**config.mk**
```make
export PLATFORM = sky130hd
export DESIGN_NAME = serial_sub_ctrl
export DESIGN_NICKNAME = d
export VERILOG_FILES = /design/src/rtl/serial_sub_ctrl.sv
export SDC_FILE = /design/constraint.sdc
export NUM_CORES = 1
export LEC_CHECK = 0
export CAP_MARGIN = 40
export CORE_MARGIN = 3
export CORE_UTILIZATION = 39
export CTS_CLUSTER_DIAMETER = 120
export DETAILED_ROUTE_END_ITERATION = 6
export DONT_BUFFER_PORTS = 1
export SLEW_MARGIN = 20
export SYNTH_ARGS = -nofsm -noshare
export SYNTH_HDL_FRONTEND = slang
export SYNTH_SLANG_ARGS = --single-unit
```
**constraint.sdc**
```tcl
create_clock -name clk -period 1.7 [get_ports clk]
set_clock_uncertainty 0.1 [all_clocks]
set_input_delay 0.34 -clock clk [delete_from_list [all_inputs] [get_ports clk]]
set_output_delay 0.34 -clock clk [all_outputs]
set_load 0.005 [all_outputs]
```
**src/rtl/serial_sub_ctrl.sv**
```systemverilog
// serial_sub_ctrl
//   Sequencer for a bit-serial subtractor. Accepts two WIDTH-bit operands and
//   a borrow-in, then runs a single full-subtractor slice LSB-first for WIDTH
//   cycles with the running borrow held in a flop. Results are registered and
//   held until the next completion. Used in place of a WIDTH-wide ripple
//   subtractor where area matters more than latency.
//
// Ports
//   clk    in   rising-edge system clock
//   rst    in   asynchronous, active-high reset
//   start  in   request, sampled only in IDLE
//   a      in   minuend, sampled at the accepting edge
//   b      in   subtrahend, sampled at the accepting edge
//   bin    in   borrow-in, sampled at the accepting edge
//   busy   out  high in RUN and DONE
//   done   out  one-cycle completion pulse
//   diff   out  registered a - b - bin, modulo 2^WIDTH
//   bout   out  registered borrow-out (a < b + bin, unsigned)
//   zero   out  registered diff == 0
//   ovf    out  registered signed overflow of the subtraction
module serial_sub_ctrl #(
   parameter int WIDTH = 8
) (
   input  logic             clk,
   input  logic             rst,
   input  logic             start,
   input  logic [WIDTH-1:0] a,
   input  logic [WIDTH-1:0] b,
   input  logic             bin,
   output logic             busy,
   output logic             done,
   output logic [WIDTH-1:0] diff,
   output logic             bout,
   output logic             zero,
   output logic             ovf
);

   localparam int CW = (WIDTH > 1) ? $clog2(WIDTH) : 1;

   typedef enum logic [1:0] {
      IDLE = 2'd0,
      RUN  = 2'd1,
      DONE = 2'd2
   } state_t;

   state_t           state;
   state_t           state_nx;

   logic [WIDTH-1:0] sa;
   logic [WIDTH-1:0] sb;
   // Only WIDTH-1 result bits need storage: the bit produced on the final
   // edge goes straight into diff together with the stored ones.
   logic [WIDTH-2:0] sd;
   logic             br;
   logic [CW-1:0]    cnt;
   logic             a_msb;
   logic             b_msb;

   logic             d;
   logic             nb;
   logic [WIDTH-1:0] sd_nx;
   logic             last;

   // One full-subtractor slice: returns {borrow_out, difference_bit}.
   function automatic logic [1:0] full_sub(input logic x, input logic y, input logic bi);
      logic dbit;
      logic bo;
      dbit = x ^ y ^ bi;
      bo   = (~x & y) | (y & bi) | (~x & bi);
      return {bo, dbit};
   endfunction

   always_comb begin
      {nb, d} = full_sub(sa[0], sb[0], br);
      sd_nx   = {d, sd};
      last    = (cnt == CW'(WIDTH - 1));
   end

   // State register
   always_ff @(posedge clk or posedge rst) begin
      if (rst) begin
         state <= IDLE;
      end else begin
         state <= state_nx;
      end
   end

   // Next state and handshake decode; busy/done depend only on the state
   // register, so there is no input-to-output combinational path.
   always_comb begin
      state_nx = state;
      busy     = 1'b0;
      done     = 1'b0;
      case (state)
         IDLE: begin
            if (start) begin
               state_nx = RUN;
            end
         end
         RUN: begin
            busy = 1'b1;
            if (last) begin
               state_nx = DONE;
            end
         end
         DONE: begin
            busy     = 1'b1;
            done     = 1'b1;
            state_nx = IDLE;
         end
         default: begin
            state_nx = IDLE;
         end
      endcase
   end

   // Operand load, serial slice and result capture
   always_ff @(posedge clk or posedge rst) begin
      if (rst) begin
         sa    <= '0;
         sb    <= '0;
         sd    <= '0;
         br    <= 1'b0;
         cnt   <= '0;
         a_msb <= 1'b0;
         b_msb <= 1'b0;
         diff  <= '0;
         bout  <= 1'b0;
         zero  <= 1'b0;
         ovf   <= 1'b0;
      end else begin
         case (state)
            IDLE: begin
               if (start) begin
                  sa    <= a;
                  sb    <= b;
                  sd    <= '0;
                  br    <= bin;
                  cnt   <= '0;
                  a_msb <= a[WIDTH-1];
                  b_msb <= b[WIDTH-1];
               end
            end
            RUN: begin
               sa <= sa >> 1;
               sb <= sb >> 1;
               sd <= sd_nx[WIDTH-1:1];
               br <= nb;
               if (last) begin
                  // Counter is cleared rather than incremented so it never
                  // wraps when WIDTH is a power of two.
                  cnt  <= '0;
                  diff <= sd_nx;
                  bout <= nb;
                  zero <= (sd_nx == '0);
                  // d is the final diff MSB.
                  ovf  <= (a_msb != b_msb) && (d != a_msb);
               end else begin
                  cnt <= cnt + 1'b1;
               end
            end
            default: begin
            end
         endcase
      end
   end

endmodule

```
==> reports/summary.txt, run 1 <==
CTS root buffer - clkbuf_8
combinational power share - 39.0%
gr ovfl total - 0
CP Max Fanout - 14
ys flop type - dfrtp_1
# diodes - 0
fin cells - 216
R2R cell count - 5
kind of cell adding the most delay to the critical path - flip-flops
Mapped Cells - 155
commonest cells in the netlist - dfrtp_1 (42), nand2_1 (24), o21ai_0 (19)
DIE AREA - 0.00555 mm2
Clock Latency Late Sink - 0.29 ns
largest net degree at the start of global routing - 43
buffer and inverter count on the worst path - 1
CTS tree - done
placed cells - 206
met3 routed WL - 199 um
Synth warnings - 0
post-synth top area share - 57.5%
Pint - 0.00265 W
Area growth, synth to finish - 15.8%
count leader, synth - dfrtp_1
Syn Area/Cell - 11.8 um2
Worst Path Required - 1.78 ns
DR top layer - met4
Routed WL - 3400 um
pwr/cell area - 1910 mW/mm2
CP Cell Sequence - ha_1, ha_1, nand2_1, buf_12, mux2_2
worst-margin pin slew - 0.514 ns
FF-to-FF End - diff[5]$_DFFE_PP0P_
# Post-CTS Setup Buffers - 0
top post-synthesis cells by area - dfrtp_1 (57%), mux2i_1 (8.8%), mux2_2 (6.2%), o21ai_0 (5.2%), nand2_1 (4.9%)
Worst-path clk slew - 0.08 ns
Top Ports - 33
port bufs - 0
Max Fclk - 0.623 GHz
ys async rst share - 100%
Critical-path top delay cell - dfrtp_1
Placed Area - 0.00194 mm2
initial antenna violation count - 0
first-pass GRT wire length - 5660 um
CP endpoint kind - flip-flop
clock buffer count from CTS - 5
sequential area share after synthesis - 57.5%
ANT nets after route - 0
clock power share - 19.1%
sw frac - 34.6%
Clock Tree Buf Depth - 2
CP max stage delay - 0.41 ns
clock sinks - 42
Rel. slew slack - 65.7%
row count - 24
Design Power - 0.00405 W
Hold Path Sink - sa[7]$_DFFE_PP0P_
Starting Density - 41.1%
CTS H-tree lvls - 2
core box area - 0.00444 mm2
Tmin final - 1.61 ns
syn_nets - 181
fin nets - 189
detailed-routed wire length on met2 - 1670 um
die width - 74.5 um
layout cells sized above 1 - 19.5%
All-Layer GR Usage - 13.7%
final hold vios - 0
DRT iter0 DRCs - 56
Filler Cell Count - 420
drt first pass iters - 4
Crit Path Class - flip-flop to flip-flop
detailed-route DRC error count - 0
HPWL after DPL - 2380 um
hold path start - a[7]
fin. max-slew vios - 0
RD Place Congestion - 0.745
Max Cap Violations - 0
Tightest Hold Check Type - input port to flip-flop
Leak - 1.02 nW
vias in the first global route - 1178
worst reg2reg setup slack - 0.09 ns
vias per cell - 5.27
worst r2r src - cnt[0]$_DFFE_PP0P_
CP Launch Type - flip-flop
final setup fails - 0
Flop pwr share - 41.9%
average wire per standard cell - 15.7 um
cell area after synthesis - 0.00183 mm2
Fin Hold WS - 0.0733 ns
Tcrit/Tclk final - 94.5%
switching pwr - 0.00140 W
DRT met1 WL - 1500 um
Finished Cell Area - 0.00212 mm2
count of cell types in the netlist - 20
Worst Hold Depth - 1
final core utilization - 47.6%
worst path arrival time - 1.69 ns
Yosys top cell by area - dfrtp_1
Post-synth EDFFs - 0
CP dominant cell by count - ha_1
vias after detailed routing - 1139
Synth Register Bits - 42
outcome - complete, no violations
worst vdd ir - 826 uV
DIE HEIGHT - 74.5 um
## layout make-up
class	instances	area (um2)	share of cell area (%)
inverters	6	22.5	1.06
multi-input cells	99	757	35.8
well taps	52	65.1	3.07
clock inverters	3	40.0	1.89
flip-flops and latches	42	1050	49.6
clock buffers	5	68.8	3.25
repair buffers	9	113	5.32
## stage by stage
stage,setup TNS (ns),setup slack [ns]
2_1_floorplan,0,0.0203
3_3_place_gp,0,0.105
6_report,0,0.0940
3_5_place_dp,0,0.0342
4_1_cts,0,0.0384
5_1_grt,-0.0187,-0.0187
## logic make-up (layout without fill, tap and decap cells)
group	Yosys count	after routing	synth area share (%)
fa+ha+maj	6	6	4.52
compound gates	35	35	11.8
mux	26	26	14.9
flops	42	42	57.5
simple gates	32	32	7.67
buf+inv	14	23	3.63
## worst register-to-register path: stages (launching register included)
cell and delay, ns:
dfrtp_1 0.41, ha_1 0.22, ha_1 0.19, nand2_1 0.11
buf_12 0.14, mux2_2 0.33
## state kept, by name, indices dropped and copies added, names as in the netlist, 2 cells and up
name and count:
sd 7, sb 8, sa 8, cnt 3
state 2, diff 8
## worst max-delay path by stage
stage | end | start | cells after the start | slack [ns]
floorplan | bout$_DFFE_PP0P_ | cnt[0]$_DFFE_PP0P_ | 5 | 0.02
global placement | cnt[1]$_DFFE_PP0P_ | state[1]$_DFFE_PP0P_ | 5 | 0.10
detailed placement | zero$_DFFE_PP0P_ | sa[0]$_DFFE_PP0P_ | 5 | 0.03
CTS | sb[5]$_DFFE_PP0P_ | state[1]$_DFFE_PP0P_ | 5 | 0.04
global route | zero$_DFFE_PP0P_ | sa[0]$_DFFE_PP0P_ | 5 | -0.02
finish | diff[5]$_DFFE_PP0P_ | cnt[0]$_DFFE_PP0P_ | 5 | 0.09
## power by group through the flow
stage	Combinational, W	Clock [W]	Sequential [W]
3_5_place_dp	0.00140	0	0.00170
2_1_floorplan	0.00110	0	0.00161
3_3_place_gp	0.00134	0	0.00168
6_report	0.00158	0.000772	0.00170
5_1_grt	0.00178	0.000848	0.00176
4_1_cts	0.00142	0.000796	0.00169
## timing repair
action	in CTS	in global routing
hold buffers	1	0
endpoints found under the hold margin	42	0
gates cloned	0	1
resized for setup	1	8
setup endpoints to repair	1	29
## routing by layer
metal,up-vias,track usage (%)
met4,0,6.32
li1,553,-
met5,-,0
met2,25,20.9
met3,4,5.27
met1,557,17.3
## cell usage in the layout (no fill, tap or decap)
master,instances
mux2i_4,1
buf_12,2
o31ai_1,1
bufinv_16,1
nor2_1,2
o21ai_0,17
mux2i_1,15
clkbuf_16,1
ha_4,1
buf_4,5
and2_2,1
mux2_2,10
ha_2,1
a22o_1,10
and3b_1,1
nor4b_4,1
a21oi_1,5
nor4_1,1
dfrtp_1,42
inv_1,6
clkinv_2,2
o21ai_1,2
fa_2,1
dlygate4sd3_1,1
ha_1,3
nand2b_1,2
nand2_1,24
clkbuf_8,5
No activity file was read; power rests on OpenSTA's default activity.
==> run 2: changes to the inputs <==
- CORE_MARGIN: 3 -> not set
- SKIP_CTS_REPAIR_TIMING: not set -> 1
==> run 2 against run 1 <==
Non-clock buffer count down 1; die area down 10%; largest power group unchanged; hold slack worse by 0.11 ns; sequential cell count unchanged; combinational power about the same; sequential power about the same; the run now ends with DRC, hold timing left; clock-buffer cell count up 2; critical path type unchanged; clock power down 16%; worst setup slack about the same; critical endpoint is now sd[5]$_DFFE_PP0P_; maximum frequency about the same; largest cell class unchanged.
==> reports/summary.txt, run 2 (synthesis results as in run 1) <==
outcome - finished with violations
failing checks - DRC, hold timing
DRT iter0 DRCs - 57
fin nets - 188
largest net degree at the start of global routing - 43
Top Ports - 33
final setup fails - 0
drt first pass iters - 6
average wire per standard cell - 15.1 um
Crit Path Class - flip-flop to flip-flop
Final TNS setup - 0 ns
port bufs - 0
Max Fclk - 0.623 GHz
Clock Latency Late Sink - 0.29 ns
Area growth, synth to finish - 15.3%
Tcrit/Tclk final - 94.5%
Max Cap Violations - 0
clock buffer count from CTS - 5
fin. max-slew vios - 0
Clock Tree Buf Depth - 2
worst-margin pin slew - 0.509 ns
worst path arrival time - 1.74 ns
RSZ-0062 raised after global routing - no
Largest regs - diff x8, sa x8, sb x8
Leak - 1.01 nW
vias after detailed routing - 1162
row count - 24
R2R cell count - 5
detailed-route DRC error count - 2
most common cell after layout, fill and taps aside - dfrtp_1
worst reg2reg setup slack - 0.09 ns
Critical-path top delay cell - dfrtp_1
most frequent cells in the layout - dfrtp_1 (42), nand2_1 (23), o21ai_0 (19), mux2i_1 (15)
Fin Hold WS - -0.0408 ns
pwr/cell area - 1870 mW/mm2
Worst Path Required - 1.83 ns
Routed WL - 3240 um
HPWL after DPL - 2300 um
clock sinks - 42
RD Place Congestion - 0.746
Tightest Hold Check Type - input port to async pin
CTS root buffer - clkbuf_8
Tmin final - 1.61 ns
worst r2r src - state[1]$_DFFE_PP0P_
DIE AREA - 0.00497 mm2
ANT nets after route - 0
final hold vios - 42
Placement Setup Slack - 0.0347 ns
layout cells sized above 1 - 19.0%
vias in the first global route - 1231
die width - 70.5 um
core box area - 0.00444 mm2
worst vdd ir - 653 uV
DIE HEIGHT - 70.5 um
# diodes - 0
CTS H-tree lvls - 2
CP endpoint kind - flip-flop
buffer and inverter count on the worst path - 2
vias per cell - 5.40
CP Max Fanout - 8
CP max stage delay - 0.40 ns
kind of cell adding the most delay to the critical path - flip-flops
CTS tree - done
FF-to-FF End - sd[5]$_DFFE_PP0P_
CP Launch Type - flip-flop
Rel. slew slack - 66.0%
Worst-path clk slew - 0.08 ns
gr ovfl total - 0
All-Layer GR Usage - 15.1%
CP Cell Sequence - inv_1, ha_2, buf_12, and2_1, a22o_1
final setup margin - 0.0941 ns
first-pass GRT wire length - 5660 um
Starting Density - 41.1%
initial antenna violation count - 0
## run 2: cell types whose count changed in the layout (fill, tap and decap cells not counted), sizes merged
| cell | delta |
|---|---|
| dlygate4sd3 | -1 |
| clkinv | -1 |
| clkbuf | +2 |
| bufinv | -1 |
## run 2: cell type report
cell class	count	area (um2)
Clock inverter	1	5.00
Inverter	6	22.5
Sequential cell	42	1050
Tap cell	52	65.1
Multi-Input combinational cell	99	758
Fill cell	417	2340
Timing Repair Buffer	8	119
Clock buffer	7	86.3
## run 2: routing by layer
layer	GRT usage (%)	vias up	wire [um]
met5	0	-	0
met4	6.80	0	55
met3	5.19	6	191
met2	25.0	29	1570
met1	17.6	575	1430
li1	-	552	-
## run 2: power by group
group | internal [W] | switching [W] | leakage [nW]
clock | 0.000327 | 0.000319 | 0.0482
sequential | 0.00140 | 0.000288 | 0.548
combinational | 0.000849 | 0.000758 | 0.419
## run 2: how the worst max path moves through the flow
stage,from,to,slack [ns],depth (start not counted)
floorplan,cnt[0]$_DFFE_PP0P_,bout$_DFFE_PP0P_,0.02,5
global placement,cnt[0]$_DFFE_PP0P_,bout$_DFFE_PP0P_,0.10,5
detailed placement,state[0]$_DFFE_PP0P_,sb[4]$_DFFE_PP0P_,0.03,5
CTS,state[0]$_DFFE_PP0P_,sb[4]$_DFFE_PP0P_,0.02,5
global route,br$_DFFE_PP0P_,zero$_DFFE_PP0P_,0.005,4
finish,state[1]$_DFFE_PP0P_,sd[5]$_DFFE_PP0P_,0.09,5
## run 2: worst register-to-register path, stage by stage (launching register included)
cell	delay [ns]
dfrtp_1	0.40
inv_1	0.12
ha_2	0.29
buf_12	0.16
and2_1	0.30
a22o_1	0.19
## run 2: metrics by stage
| step | total power (W) | std cells | util, % | instance area, um2 |
|---|---|---|---|---|
| 5_1_grt | 0.00429 | 215 | 47.4 | 2110 |
| 4_1_cts | 0.00380 | 214 | 46.0 | 2040 |
| 6_report | 0.00394 | 215 | 47.4 | 2110 |
| 2_1_floorplan | 0.00271 | 155 | - | 1830 |
| 3_5_place_dp | 0.00314 | 206 | 43.9 | 1950 |
| 3_3_place_gp | 0.00306 | 206 | 43.9 | 1950 |
